===== src/rtl/sine_term_sched_pkg.sv =====
// Shared definitions for the sine-term scheduler: operand/result widths,
// the fixed latency of the attached cubic-term datapath and the requester
// index type used by the arbiter and the tag pipeline.
package sine_term_sched_pkg;

    localparam int ANG_W   = 7;   // angle, unsigned q7.0
    localparam int Y_W     = 30;  // datapath result, q22.8
    localparam int LAT_DEF = 4;   // dp_x update to matching dp_y, in cycles

    typedef logic [0:0] req_idx_t;

    localparam req_idx_t REQ0 = 1'b0;
    localparam req_idx_t REQ1 = 1'b1;

    function automatic req_idx_t other_idx(input req_idx_t i);
        return ~i;
    endfunction

endpackage


===== src/rtl/sine_term_sched_rr_arb2.sv =====
// Two-way round-robin choice.
//   i_eligible  : per-requester eligibility (bit N = requester N)
//   i_rr_ptr    : requester favoured when both are eligible
//   o_grant     : one-hot grant, zero when nobody is eligible
//   o_grant_idx : index of the granted requester (meaningful only with a grant)
module rr_arb2
    import sine_term_sched_pkg::*;
(
    input  logic [1:0] i_eligible,
    input  req_idx_t   i_rr_ptr,
    output logic [1:0] o_grant,
    output req_idx_t   o_grant_idx
);

    always_comb begin
        o_grant     = 2'b00;
        o_grant_idx = i_rr_ptr;
        case (i_eligible)
            2'b01: begin
                o_grant     = 2'b01;
                o_grant_idx = REQ0;
            end
            2'b10: begin
                o_grant     = 2'b10;
                o_grant_idx = REQ1;
            end
            2'b11: begin
                o_grant     = (i_rr_ptr == REQ1) ? 2'b10 : 2'b01;
                o_grant_idx = i_rr_ptr;
            end
            default: begin
                o_grant     = 2'b00;
                o_grant_idx = i_rr_ptr;
            end
        endcase
    end

endmodule


===== src/rtl/sine_term_sched.sv =====
// Shares one fixed-latency cubic-term datapath between two requesters.
// Each requester may have one angle in flight; its result is held until
// consumed. A tag pipeline tracks which requester owns each datapath slot.
//   clk, rst                 : clock, synchronous active-high reset
//   reqN_valid/theta/ready   : angle request handshake, requester N
//   dp_x / dp_y              : operand to / result from the shared datapath
//   rspN_valid/data/ready    : held result handshake, requester N
//   idle                     : no requester busy
module sine_term_sched
    import sine_term_sched_pkg::*;
#(
    parameter int LAT = LAT_DEF
)(
    input  logic             clk,
    input  logic             rst,
    input  logic             req0_valid,
    input  logic [ANG_W-1:0] req0_theta,
    output logic             req0_ready,
    input  logic             req1_valid,
    input  logic [ANG_W-1:0] req1_theta,
    output logic             req1_ready,
    output logic [ANG_W-1:0] dp_x,
    input  logic [Y_W-1:0]   dp_y,
    output logic             rsp0_valid,
    output logic [Y_W-1:0]   rsp0_data,
    input  logic             rsp0_ready,
    output logic             rsp1_valid,
    output logic [Y_W-1:0]   rsp1_data,
    input  logic             rsp1_ready,
    output logic             idle
);

    logic [1:0]       r_busy;
    req_idx_t         r_rr_ptr;
    logic [ANG_W-1:0] r_dp_x;
    logic [LAT:0]     r_pipe_v;
    req_idx_t         r_pipe_tag [LAT+1];
    logic [1:0]       r_rsp_valid;
    logic [Y_W-1:0]   r_rsp_data [2];

    logic [1:0]       w_eligible;
    logic [1:0]       w_grant_raw;
    logic [1:0]       w_grant;
    req_idx_t         w_grant_idx;
    logic             w_any_grant;
    logic [ANG_W-1:0] w_theta_sel;
    logic [1:0]       w_rsp_hs;
    logic [1:0]       w_emerge;

    assign w_eligible = {req1_valid & ~r_busy[1], req0_valid & ~r_busy[0]};

    rr_arb2 u_arb (
        .i_eligible  (w_eligible),
        .i_rr_ptr    (r_rr_ptr),
        .o_grant     (w_grant_raw),
        .o_grant_idx (w_grant_idx)
    );

    // No handshake may complete while reset is applied.
    assign w_grant     = rst ? 2'b00 : w_grant_raw;
    assign w_any_grant = |w_grant;
    assign w_theta_sel = (w_grant_idx == REQ1) ? req1_theta : req0_theta;

    assign w_rsp_hs    = r_rsp_valid & {rsp1_ready, rsp0_ready};

    // The last tag stage lines up with dp_y for the operand issued LAT+1 edges ago.
    assign w_emerge[0] = r_pipe_v[LAT] & (r_pipe_tag[LAT] == REQ0);
    assign w_emerge[1] = r_pipe_v[LAT] & (r_pipe_tag[LAT] == REQ1);

    always_ff @(posedge clk) begin
        if (rst) begin
            r_busy      <= 2'b00;
            r_rr_ptr    <= REQ0;
            r_dp_x      <= '0;
            r_pipe_v    <= '0;
            r_rsp_valid <= 2'b00;
            for (int k = 0; k <= LAT; k++) begin
                r_pipe_tag[k] <= REQ0;
            end
            for (int n = 0; n < 2; n++) begin
                r_rsp_data[n] <= '0;
            end
        end else begin
            if (w_any_grant) begin
                r_dp_x   <= w_theta_sel;
                r_rr_ptr <= other_idx(w_grant_idx);
            end

            r_pipe_v      <= {r_pipe_v[LAT-1:0], w_any_grant};
            r_pipe_tag[0] <= w_grant_idx;
            for (int k = 1; k <= LAT; k++) begin
                r_pipe_tag[k] <= r_pipe_tag[k-1];
            end

            // A requester is never granted while busy, so grant and response
            // handshake for the same index cannot coincide.
            for (int n = 0; n < 2; n++) begin
                if (w_grant[n]) begin
                    r_busy[n] <= 1'b1;
                end else if (w_rsp_hs[n]) begin
                    r_busy[n] <= 1'b0;
                end

                if (w_emerge[n]) begin
                    r_rsp_valid[n] <= 1'b1;
                    r_rsp_data[n]  <= dp_y;
                end else if (w_rsp_hs[n]) begin
                    r_rsp_valid[n] <= 1'b0;
                end
            end
        end
    end

    assign req0_ready = w_grant[0];
    assign req1_ready = w_grant[1];
    assign dp_x       = r_dp_x;
    assign rsp0_valid = r_rsp_valid[0];
    assign rsp1_valid = r_rsp_valid[1];
    assign rsp0_data  = r_rsp_data[0];
    assign rsp1_data  = r_rsp_data[1];
    assign idle       = ~r_busy[0] & ~r_busy[1];

endmodule


===== config.mk =====
export PLATFORM = sky130hd
export DESIGN_NAME = sine_term_sched
export DESIGN_NICKNAME = d
export VERILOG_FILES = /design/src/rtl/sine_term_sched_pkg.sv /design/src/rtl/sine_term_sched_rr_arb2.sv /design/src/rtl/sine_term_sched.sv
export SDC_FILE = /design/constraint.sdc
export NUM_CORES = 1
export LEC_CHECK = 0
export ABC_AREA = 1
export BUFFER_PORTS_ARGS = -buffer_cell sky130_fd_sc_hd__buf_4
export CORE_AREA = 2 2 67 117
export CTS_CLUSTER_DIAMETER = 150
export DETAILED_ROUTE_END_ITERATION = 16
export DIE_AREA = 0 0 69 119
export PLACE_DENSITY = 0.74
export REMOVE_ABC_BUFFERS = 1
export SLEW_MARGIN = 10
export SYNTH_ARGS = -nofsm -noshare
export SYNTH_HDL_FRONTEND = slang
export SYNTH_HIERARCHICAL = 1
export SYNTH_SLANG_ARGS = --single-unit

===== constraint.sdc =====
create_clock -name clk -period 1.7 [get_ports clk]
set_input_delay 0.17 -clock clk [delete_from_list [all_inputs] [get_ports clk]]
set_output_delay 0.17 -clock clk [all_outputs]
set_load 0.01 [all_outputs]

==> flow_metrics.tcl, run 1 <==
set metrics [dict create \
    status "completed" \
    grt_max_degree 31 \
    fp-row-count 42 \
    r2r-start "r_busy[0]" \
    power.leakage_nw 2.19 \
    min_to "r_rsp_valid[1]" \
    max_cap_violations 0 \
    numCtsBuffers 9 \
    syn-cell-area_um2 3060 \
    drc 0 \
    setup_viol 0 \
    slowest_stage "dfxtp_2" \
    fin_area_um2 4450 \
    postRouteAntennaNets 0 \
    firstDrtPassIters 4 \
    synth_cell_types 17 \
    min_from "rsp1_ready" \
    final_common_cell "buf_4" \
    die_width_um 69 \
    layout_common_cells "buf_4 (127), edfxtp_1 (60), inv_1 (57), nor2_1 (56), nand2_1 (41)" \
    fin_crit_ns 1.64 \
    numClockSinks 82 \
    cts_hold_buf 0 \
    die-area_um2 8210 \
    drt-total-wl_mm 6.57 \
    core_um2 7360 \
    cts_tree "yes" \
    slew_violations 0 \
    avgViaCountPerCell 4.46 \
    dieHeight_um 119 \
    p_per_area_nw_per_um2 1060 \
    yosysSeqAreaShare 0.732 \
    reg2reg_to "dp_x[4]" \
    place.gp.congestion 0.785 \
    crit_family "flip-flops" \
    grt_antenna_before_repair 0 \
    power.clock.fraction 0.392 \
    final_layout_size_suffix_gt1_frac 0.389 \
    max_slew_margin 0.761 \
    clkLatencyLatePin_ns 0.33 \
    netlist_instances 271 \
    end_kind "primary output" \
    cp_cell_sequence "nor2_4, buf_4, ha_4, nand3_1, nand2_2, nand2_4, inv_1, buf_4" \
    rsz0062_at_grt "false" \
    grt_overflow_total 0 \
    portBuffers 121 \
    reg2reg_depth 9 \
    grtUsageTotal 0.166 \
    htree_num_levels 3 \
    required_ns 1.53 \
    worst-setup-path-type "reg -> out" \
    grt_pass1_vias 2281 \
    cp_max_fo 3 \
    cpMostUsedCell "buf_4" \
    skew_ns 0.00797 \
    nNetsFinal 458 \
    fmax_ghz 0.610 \
    min_period_over_period 0.965 \
    ys_warn_count 6 \
    cellInternalPower_mw 3.65 \
    ff2ff_setup_slack_ns 0.13 \
    place_area_um2 4090 \
    clk_pin_slew_ns 0.06 \
    p_sw_mw 1.05 \
    swShare 0.223 \
    wire_per_inst_um 13.2 \
    io_pins 122 \
    seqPwrFrac 0.486 \
    hold_viol 0 \
    diodes 0 \
    start_kind "flip-flop" \
    crit_path_max_incr_delay_ns 0.36 \
    tightestPinTransition_ns 0.358 \
    combPwrFrac 0.122 \
    vias 2227 \
    power.total_mw 4.70 \
    hpwl_mm 4.60 \
    ir_drop_v 0.000832 \
    synth_area_per_cell_um2 11.3 \
    ys_seq_elements 82 \
    crit_arrival_ns 1.47 \
    first_iter_violations 136 \
    initial_utilization 0.416 \
    area_growth_pct 45.1 \
    cp.buffers_inverters 3 \
    cts_buffer_depth 2 \
    grt_pass1_wl_mm 10.6 \
    hold_class "in -> reg" \
    clockRootBuffer "clkbuf_16" \
    hold_depth 4 \
]
## cells in the mapped netlist, drive strengths merged
cell,n,area [um^2]
edfxtp,60,1800
inv,60,228
nor2,58,218
nand2,47,201
dfxtp,22,440
nand3,12,60.1
buf,6,57.6
a21oi,2,10.0
ha,2,25.0
o21ai,2,21.3
## flip-flops by register name (all words and copies together) (netlist names)
signal       cells
r_pipe_tag       5
dp_x             7
r_rsp_valid      2
r_rr_ptr         1
r_busy           2
r_rsp_data      60
r_pipe_v         5
## through the flow
step	utilization	setup TNS, ns	hold WS [ns]	cells	setup WS (ns)
global route	0.604	0	0.124	499	0.0102
detailed placement	0.555	0	0.395	479	0.00501
global placement	0.555	0	0.389	479	0.116
floorplan	-	-1.92	0.239	265	-0.246
finish	0.604	0	0.0970	499	0.0598
CTS	0.600	0	0.0846	499	0.00139
## logic make-up (layout without fill, tap and decap cells)
kind of cell | after synthesis | after routing | share of synthesized area
AND/OR/NAND/NOR | 117 | 117 | 0.156
AO/OA/AOI/OAI | 4 | 4 | 0.0102
adder cells (fa/ha/maj) | 2 | 2 | 0.00817
flip-flops | 82 | 82 | 0.732
buffers and inverters | 66 | 206 | 0.0931
## routing by layer
metal  wire [um]  up-vias  GRT usage
li1            -     1107          -
met1        2420     1014      0.168
met2        3560       94      0.302
met3         474       12     0.0635
met4         108        0     0.0662
met5           0        -          0
## area by class of cell
class	instances	area, um^2
fill	637	2910
sequential	82	2250
timing repair buffer	130	1000
multi-input combinational	123	568
clock buffer	10	229
inverter	60	228
tap	88	110
clock inverter	6	58.8
## what timing repair did
| item | 4_1_cts | 5_1_grt |
|---|---|---|
| setup endpoints to repair | 3 | 10 |
| pin swaps | 4 | 2 |
| resized for setup | 6 | 7 |
| setup buffers | 4 | 0 |
## worst max path at each step
stage	slack (ns)	startpoint	cells past startpoint	to
floorplan	-0.25	r_busy[0]	9	dp_x[3]
global placement	0.12	r_busy[0]	9	dp_x[6]
detailed placement	0.005	r_busy[0]	9	dp_x[6]
CTS	0.001	r_busy[1]	8	req1_ready
global route	0.01	r_busy[0]	9	r_rr_ptr
finish	0.06	r_busy[0]	8	req0_ready
## worst min-delay path, cell delays in order
cell and delay (ns):
buf_4 0.08, inv_1 0.03, nand2_1 0.04, a21oi_1 0.05
## power groups by stage
stage               sequential (mW)  clock (mW)  combinational (mW)
floorplan                      2.36           0               0.209
global placement               2.32           0               0.534
detailed placement             2.32           0               0.548
CTS                            2.29        1.89               0.569
global route                   2.30        1.98               0.633
finish                         2.29        1.84               0.573
Power figures use the tool's default switching activity.
==> run 2, diff against run 1 <==
--- a/config.mk
+++ b/config.mk
@@ -5,14 +5,15 @@
 export SDC_FILE = /design/constraint.sdc
 export NUM_CORES = 1
 export LEC_CHECK = 0
-export ABC_AREA = 1
 export BUFFER_PORTS_ARGS = -buffer_cell sky130_fd_sc_hd__buf_4
-export CORE_AREA = 2 2 67 117
+export CORE_AREA = 2 2 66 115
 export CTS_CLUSTER_DIAMETER = 150
 export DETAILED_ROUTE_END_ITERATION = 16
-export DIE_AREA = 0 0 69 119
+export DIE_AREA = 0 0 68 117
 export PLACE_DENSITY = 0.74
 export REMOVE_ABC_BUFFERS = 1
+export SETUP_SLACK_MARGIN = 0.5
+export SKIP_CTS_REPAIR_TIMING = 1
 export SLEW_MARGIN = 10
 export SYNTH_ARGS = -nofsm -noshare
 export SYNTH_HDL_FRONTEND = slang
==> flow_metrics.tcl, run 2 <==
set metrics [dict create \
    power.total_mw 4.81 \
    violations "setup timing" \
    max_slew_margin 0.824 \
    cts_buffer_depth 2 \
    slowest_stage "mux2_2" \
    regMostFlops "r_rsp_data" \
    required_ns 1.94 \
    fmax_ghz 0.569 \
    grt_pass1_vias 1848 \
    cp_cell_sequence "nor2b_4, inv_4, ha_4, mux2_2, mux2i_1, a211oi_2" \
    yosys.area_share.simple 0.124 \
    ir_drop_v 0.000601 \
    synthArstFlopShare 0 \
    cp_max_fo 4 \
    synth-xor-area-share 0 \
    setup_tns_ns -0.287 \
    vias 1954 \
    synthMuxAreaShare 0.0289 \
    final_layout_size_suffix_gt1_frac 0.544 \
    rsz0062_at_grt "true" \
    fin_crit_ns 1.76 \
    initial_utilization 0.416 \
    hpwl_mm 4.41 \
    skew_ns 0.00431 \
    core_um2 7080 \
    synth_area_leaders "edfxtp_1 (61%), dfxtp_1 (15%), and2_1 (6.4%), a211oi_2 (3.4%), nor2b_1 (2.5%)" \
    synth_compound_area_frac 0.0531 \
    portBuffers 121 \
    crit_path_max_incr_delay_ns 0.38 \
    crit_family "multiplexers" \
    clk_pin_slew_ns 0.05 \
    synth_flop_cell "edfxtp_1" \
    grtUsageTotal 0.153 \
    yosysSeqAreaShare 0.761 \
    largest_reg_flops 60 \
    postRouteAntennaNets 0 \
    status "finished with violations" \
    grt_overflow_total 0 \
    avgViaCountPerCell 4.71 \
    wire_per_inst_um 15.0 \
    crit_arrival_ns 2.00 \
    grt_max_degree 31 \
    synth.most_common_cell "edfxtp_1" \
    fin_ws_ns -0.0572 \
    firstDrtPassIters 5 \
    dieHeight_um 117 \
    worst-setup-path-type "reg -> reg" \
    ys_warn_count 6 \
    slew_violations 0 \
    start_kind "flip-flop" \
    nNetsFinal 376 \
    clkLatencyLatePin_ns 0.33 \
    numClockSinks 82 \
    drc 0 \
    p_per_area_nw_per_um2 1080 \
    holdWs_ns 0.122 \
    die-area_um2 7960 \
    hold_class "in -> reg" \
    max_cap_violations 0 \
    area_growth_pct 51.3 \
    first_iter_violations 189 \
    grt_pass1_wl_mm 8.75 \
    numCtsBuffers 9 \
    io_pins 122 \
    synth_cell_types 23 \
    htree_num_levels 3 \
    synth_area_per_cell_um2 16.0 \
    die_width_um 68 \
    syn-cell-area_um2 2950 \
    power.leakage_nw 1.92 \
    synth_top_area_cell "edfxtp_1" \
    netlist_instances 184 \
    drt-total-wl_mm 6.24 \
    setup_viol 9 \
    synth_common_cells "edfxtp_1 (60), and2_1 (30), dfxtp_1 (22)" \
    synth_edf_count 60 \
    ys_seq_elements 82 \
    clockRootBuffer "clkbuf_16" \
    synth_top_family_by_area "simple AND/OR/NAND/NOR gates" \
    tightestPinTransition_ns 0.261 \
    hold_viol 0 \
    end_kind "flip-flop" \
    fp-row-count 41 \
    min_period_over_period 1.03 \
    final_common_cell "buf_4" \
    diodes 0 \
    place.gp.congestion 0.695 \
    cts_tree "yes" \
    grt_antenna_before_repair 0 \
    cp.buffers_inverters 1 \
    synth-adder-area-share 0.00850 \
    layout_common_cells "buf_4 (135), edfxtp_1 (60), and2_1 (30), dfxtp_1 (20)" \
    yosysTopAreaCellShare 0.612 \
]
==> run 2: cell count changes in the layout (fill, tap and decap cells not counted), sizes merged, moves of 8 or more <==
cell	before	now
nor2b	0	12
nor3	0	8
nor2	58	3
a211oi	0	8
nand2	47	2
inv	60	4
and2	0	30
nand3	12	1
==> run 2: path summary, 6_finish.rpt <==
| kind | slack (ns) | cells past startpoint | endpoint | startpoint |
|---|---|---|---|---|
| hold reg to reg | 0.44 | 1 | r_pipe_v[4] | r_pipe_v[3] |
| setup / recovery | -0.06 | 6 | dp_x[0] | r_busy[0] |
| hold / removal | 0.12 | 3 | r_rsp_valid[1] | rsp1_ready |
| setup reg to reg | -0.06 | 6 | dp_x[0] | r_busy[0] |
==> run 2: layout make-up <==
type	count	area (um^2)
Inverter	4	17.5
Fill cell	573	2620
Sequential cell	82	2250
Clock buffer	14	264
Timing Repair Buffer	137	1050
Clock inverter	2	35.0
Tap cell	86	108
Multi-Input combinational cell	90	731
==> run 2: per-stage QoR <==
stage               std cells   util  area, um^2  setup slack (ns)
detailed placement        394  0.568        4020            -0.118
floorplan                 175      -        2890            -0.127
CTS                       410  0.610        4320            -0.326
finish                    415  0.629        4460           -0.0572
global placement          394  0.568        4020           -0.0230
global route              415  0.629        4460            -0.109
==> run 2: kinds of logic after synthesis <==
| group | Yosys count |
|---|---|
| compound gates | 17 |
| fa+ha+maj | 2 |
| buf+inv | 13 |
| flops | 82 |
| mux | 8 |
| simple gates | 62 |
==> run 2: where the power goes <==
group / switching (mW) / leakage [nW] / internal [mW]
clock network: 0.679 / 0.147 / 1.22
logic: 0.281 / 0.966 / 0.348
registers: 0.0479 / 0.803 / 2.24
==> run 2: routing by layer <==
layer,GRT usage,vias to the layer above,wire length [um]
li1,-,935,-
met1,0.152,914,2120
met2,0.274,96,3420
met3,0.0526,9,579
met4,0.0747,0,121
met5,0,-,0
==> run 2: tightest hold or removal path: stages <==
cell and delay, ns:
buf_4 0.08, nand2b_1 0.09, a21oi_1 0.06
==> run 3, diff against run 2 <==
--- a/config.mk
+++ b/config.mk
@@ -6,11 +6,12 @@
 export NUM_CORES = 1
 export LEC_CHECK = 0
 export BUFFER_PORTS_ARGS = -buffer_cell sky130_fd_sc_hd__buf_4
-export CORE_AREA = 2 2 66 115
+export CORE_AREA = 2 2 65 114
+export CTS_BUF_LIST = sky130_fd_sc_hd__clkbuf_4
 export CTS_CLUSTER_DIAMETER = 150
 export DETAILED_ROUTE_END_ITERATION = 16
-export DIE_AREA = 0 0 68 117
-export PLACE_DENSITY = 0.74
+export DIE_AREA = 0 0 67 116
+export PLACE_DENSITY = 0.75
 export REMOVE_ABC_BUFFERS = 1
 export SETUP_SLACK_MARGIN = 0.5
 export SKIP_CTS_REPAIR_TIMING = 1
==> flow_metrics.tcl, run 3 (synthesis results as in run 2) <==
set metrics [dict create \
    hpwl_mm 4.30 \
    start_kind "flip-flop" \
    max_cap_violations 0 \
    final_layout_size_suffix_gt1_frac 0.538 \
    first_iter_violations 168 \
    postRouteAntennaNets 0 \
    cts_buffer_depth 2 \
    firstDrtPassIters 4 \
    cp_max_fo 3 \
    final_common_cell "buf_4" \
    tightestPinTransition_ns 0.445 \
    fill_cells 552 \
    numCtsBuffers 9 \
    final_core_util 0.641 \
    violations "setup timing" \
    fp-row-count 40 \
    clockRootBuffer "clkbuf_4" \
    regMostFlops "r_rsp_data" \
    clkLatencyLatePin_ns 0.43 \
    die_width_um 67 \
    power.leakage_nw 1.86 \
    required_ns 1.53 \
    dp_slack_ns -0.0532 \
    dieHeight_um 116 \
    grt_pass1_wl_mm 8.83 \
    skew_ns 0.00540 \
    fin_ws_ns -0.145 \
    status "finished with violations" \
    crit_arrival_ns 1.67 \
    fmax_ghz 0.542 \
    core_um2 6810 \
    grt_pass1_vias 1883 \
    area_growth_pct 48.1 \
    cts_tree "yes" \
    end_kind "primary output" \
    ir_drop_v 0.000570 \
    wire_per_inst_um 15.0 \
    worst-setup-path-type "reg -> out" \
    grt_antenna_before_repair 0 \
    p_per_area_nw_per_um2 913 \
    place.gp.congestion 0.712 \
    min_period_over_period 1.09 \
    slew_violations 0 \
    initial_utilization 0.433 \
    numClockSinks 82 \
    hold_viol 0 \
    layout_common_cells "buf_4 (116), edfxtp_1 (60), and2_1 (30), dfxtp_1 (19), buf_6 (16)" \
    setup_viol 9 \
    avgViaCountPerCell 4.71 \
    drt-total-wl_mm 6.18 \
    largest_reg_flops 60 \
    hold_class "in -> reg" \
    clk_pin_slew_ns 0.12 \
    grtUsageTotal 0.159 \
    diodes 0 \
    portBuffers 121 \
    die-area_um2 7770 \
    grt_max_degree 31 \
    drc 0 \
    max_slew_margin 0.703 \
    nNetsFinal 376 \
    fin_crit_ns 1.84 \
    io_pins 122 \
    rsz0062_at_grt "true" \
    htree_num_levels 3 \
    grt_overflow_total 0 \
    vias 1947 \
]
==> run 3: changes by cell type in the layout (fill, tap and decap cells not counted), moves of 2 or more <==
| cell | before | now |
|---|---|---|
| clkbuf_4 | 0 | 9 |
| clkinv_4 | 0 | 3 |
| clkbuf_1 | 3 | 0 |
| buf_12 | 2 | 4 |
| clkbuf_8 | 2 | 0 |
| clkbuf_16 | 9 | 0 |
| mux2i_2 | 3 | 1 |
| buf_4 | 135 | 116 |
| buf_6 | 0 | 16 |
| nor2b_4 | 2 | 4 |
| mux2i_1 | 4 | 6 |
==> run 3: per-layer routing <==
layer / vias to the layer above / part of all wire / track usage
li1: 938 / - / -
met1: 887 / 0.34 / 0.153
met2: 108 / 0.54 / 0.274
met3: 14 / 0.097 / 0.0602
met4: 0 / 0.023 / 0.102
met5: - / 0 / 0
==> run 3: power by group <==
part | internal, mW | leakage [nW] | switching (mW)
logic | 0.335 | 0.977 | 0.267
registers | 2.24 | 0.803 | 0.0499
clock network | 0.446 | 0.0773 | 0.646
==> run 3: area by class of cell <==
type	count	area [um^2]	area share
sequential	82	2250	0.515
timing repair buffer	137	1140	0.262
clock inverter	7	70.1	0.0161
multi-input combinational	90	716	0.164
clock buffer	9	67.6	0.0155
tap	84	105	0.0241
inverter	4	15.0	0.00344
==> run 3: worst paths after layout <==
| path | from | end | slack (ns) | depth (start not counted) |
|---|---|---|---|---|
| max | r_busy[0] | req0_ready | -0.14 | 8 |
| min | rsp0_ready | r_rsp_valid[0] | 0.02 | 3 |
| max reg2reg | r_busy[0] | dp_x[1] | -0.05 | 6 |
| min reg2reg | r_pipe_v[3] | r_pipe_v[4] | 0.45 | 1 |
==> run 3: per-stage QoR <==
stage	hold WS, ns	cells	TNS [ns]	area (um^2)	total power, mW
3_3_place_gp	0.418	387	0	3980	2.85
4_1_cts	-0.0285	403	-1.36	4120	3.95
3_5_place_dp	0.427	387	-0.339	3980	2.86
5_1_grt	0.00155	413	-0.999	4360	4.17
2_1_floorplan	0.235	175	-1.02	2890	2.56
6_report	0.0160	413	-0.451	4360	3.98
==> run 3: worst max-delay path, stage by stage (launching register included) <==
cell	delay (ns)
dfxtp_4	0.38
nor2b_4	0.12
buf_6	0.12
ha_4	0.14
nand2_2	0.06
o22ai_4	0.15
inv_2	0.07
nor2_1	0.09
buf_4	0.13
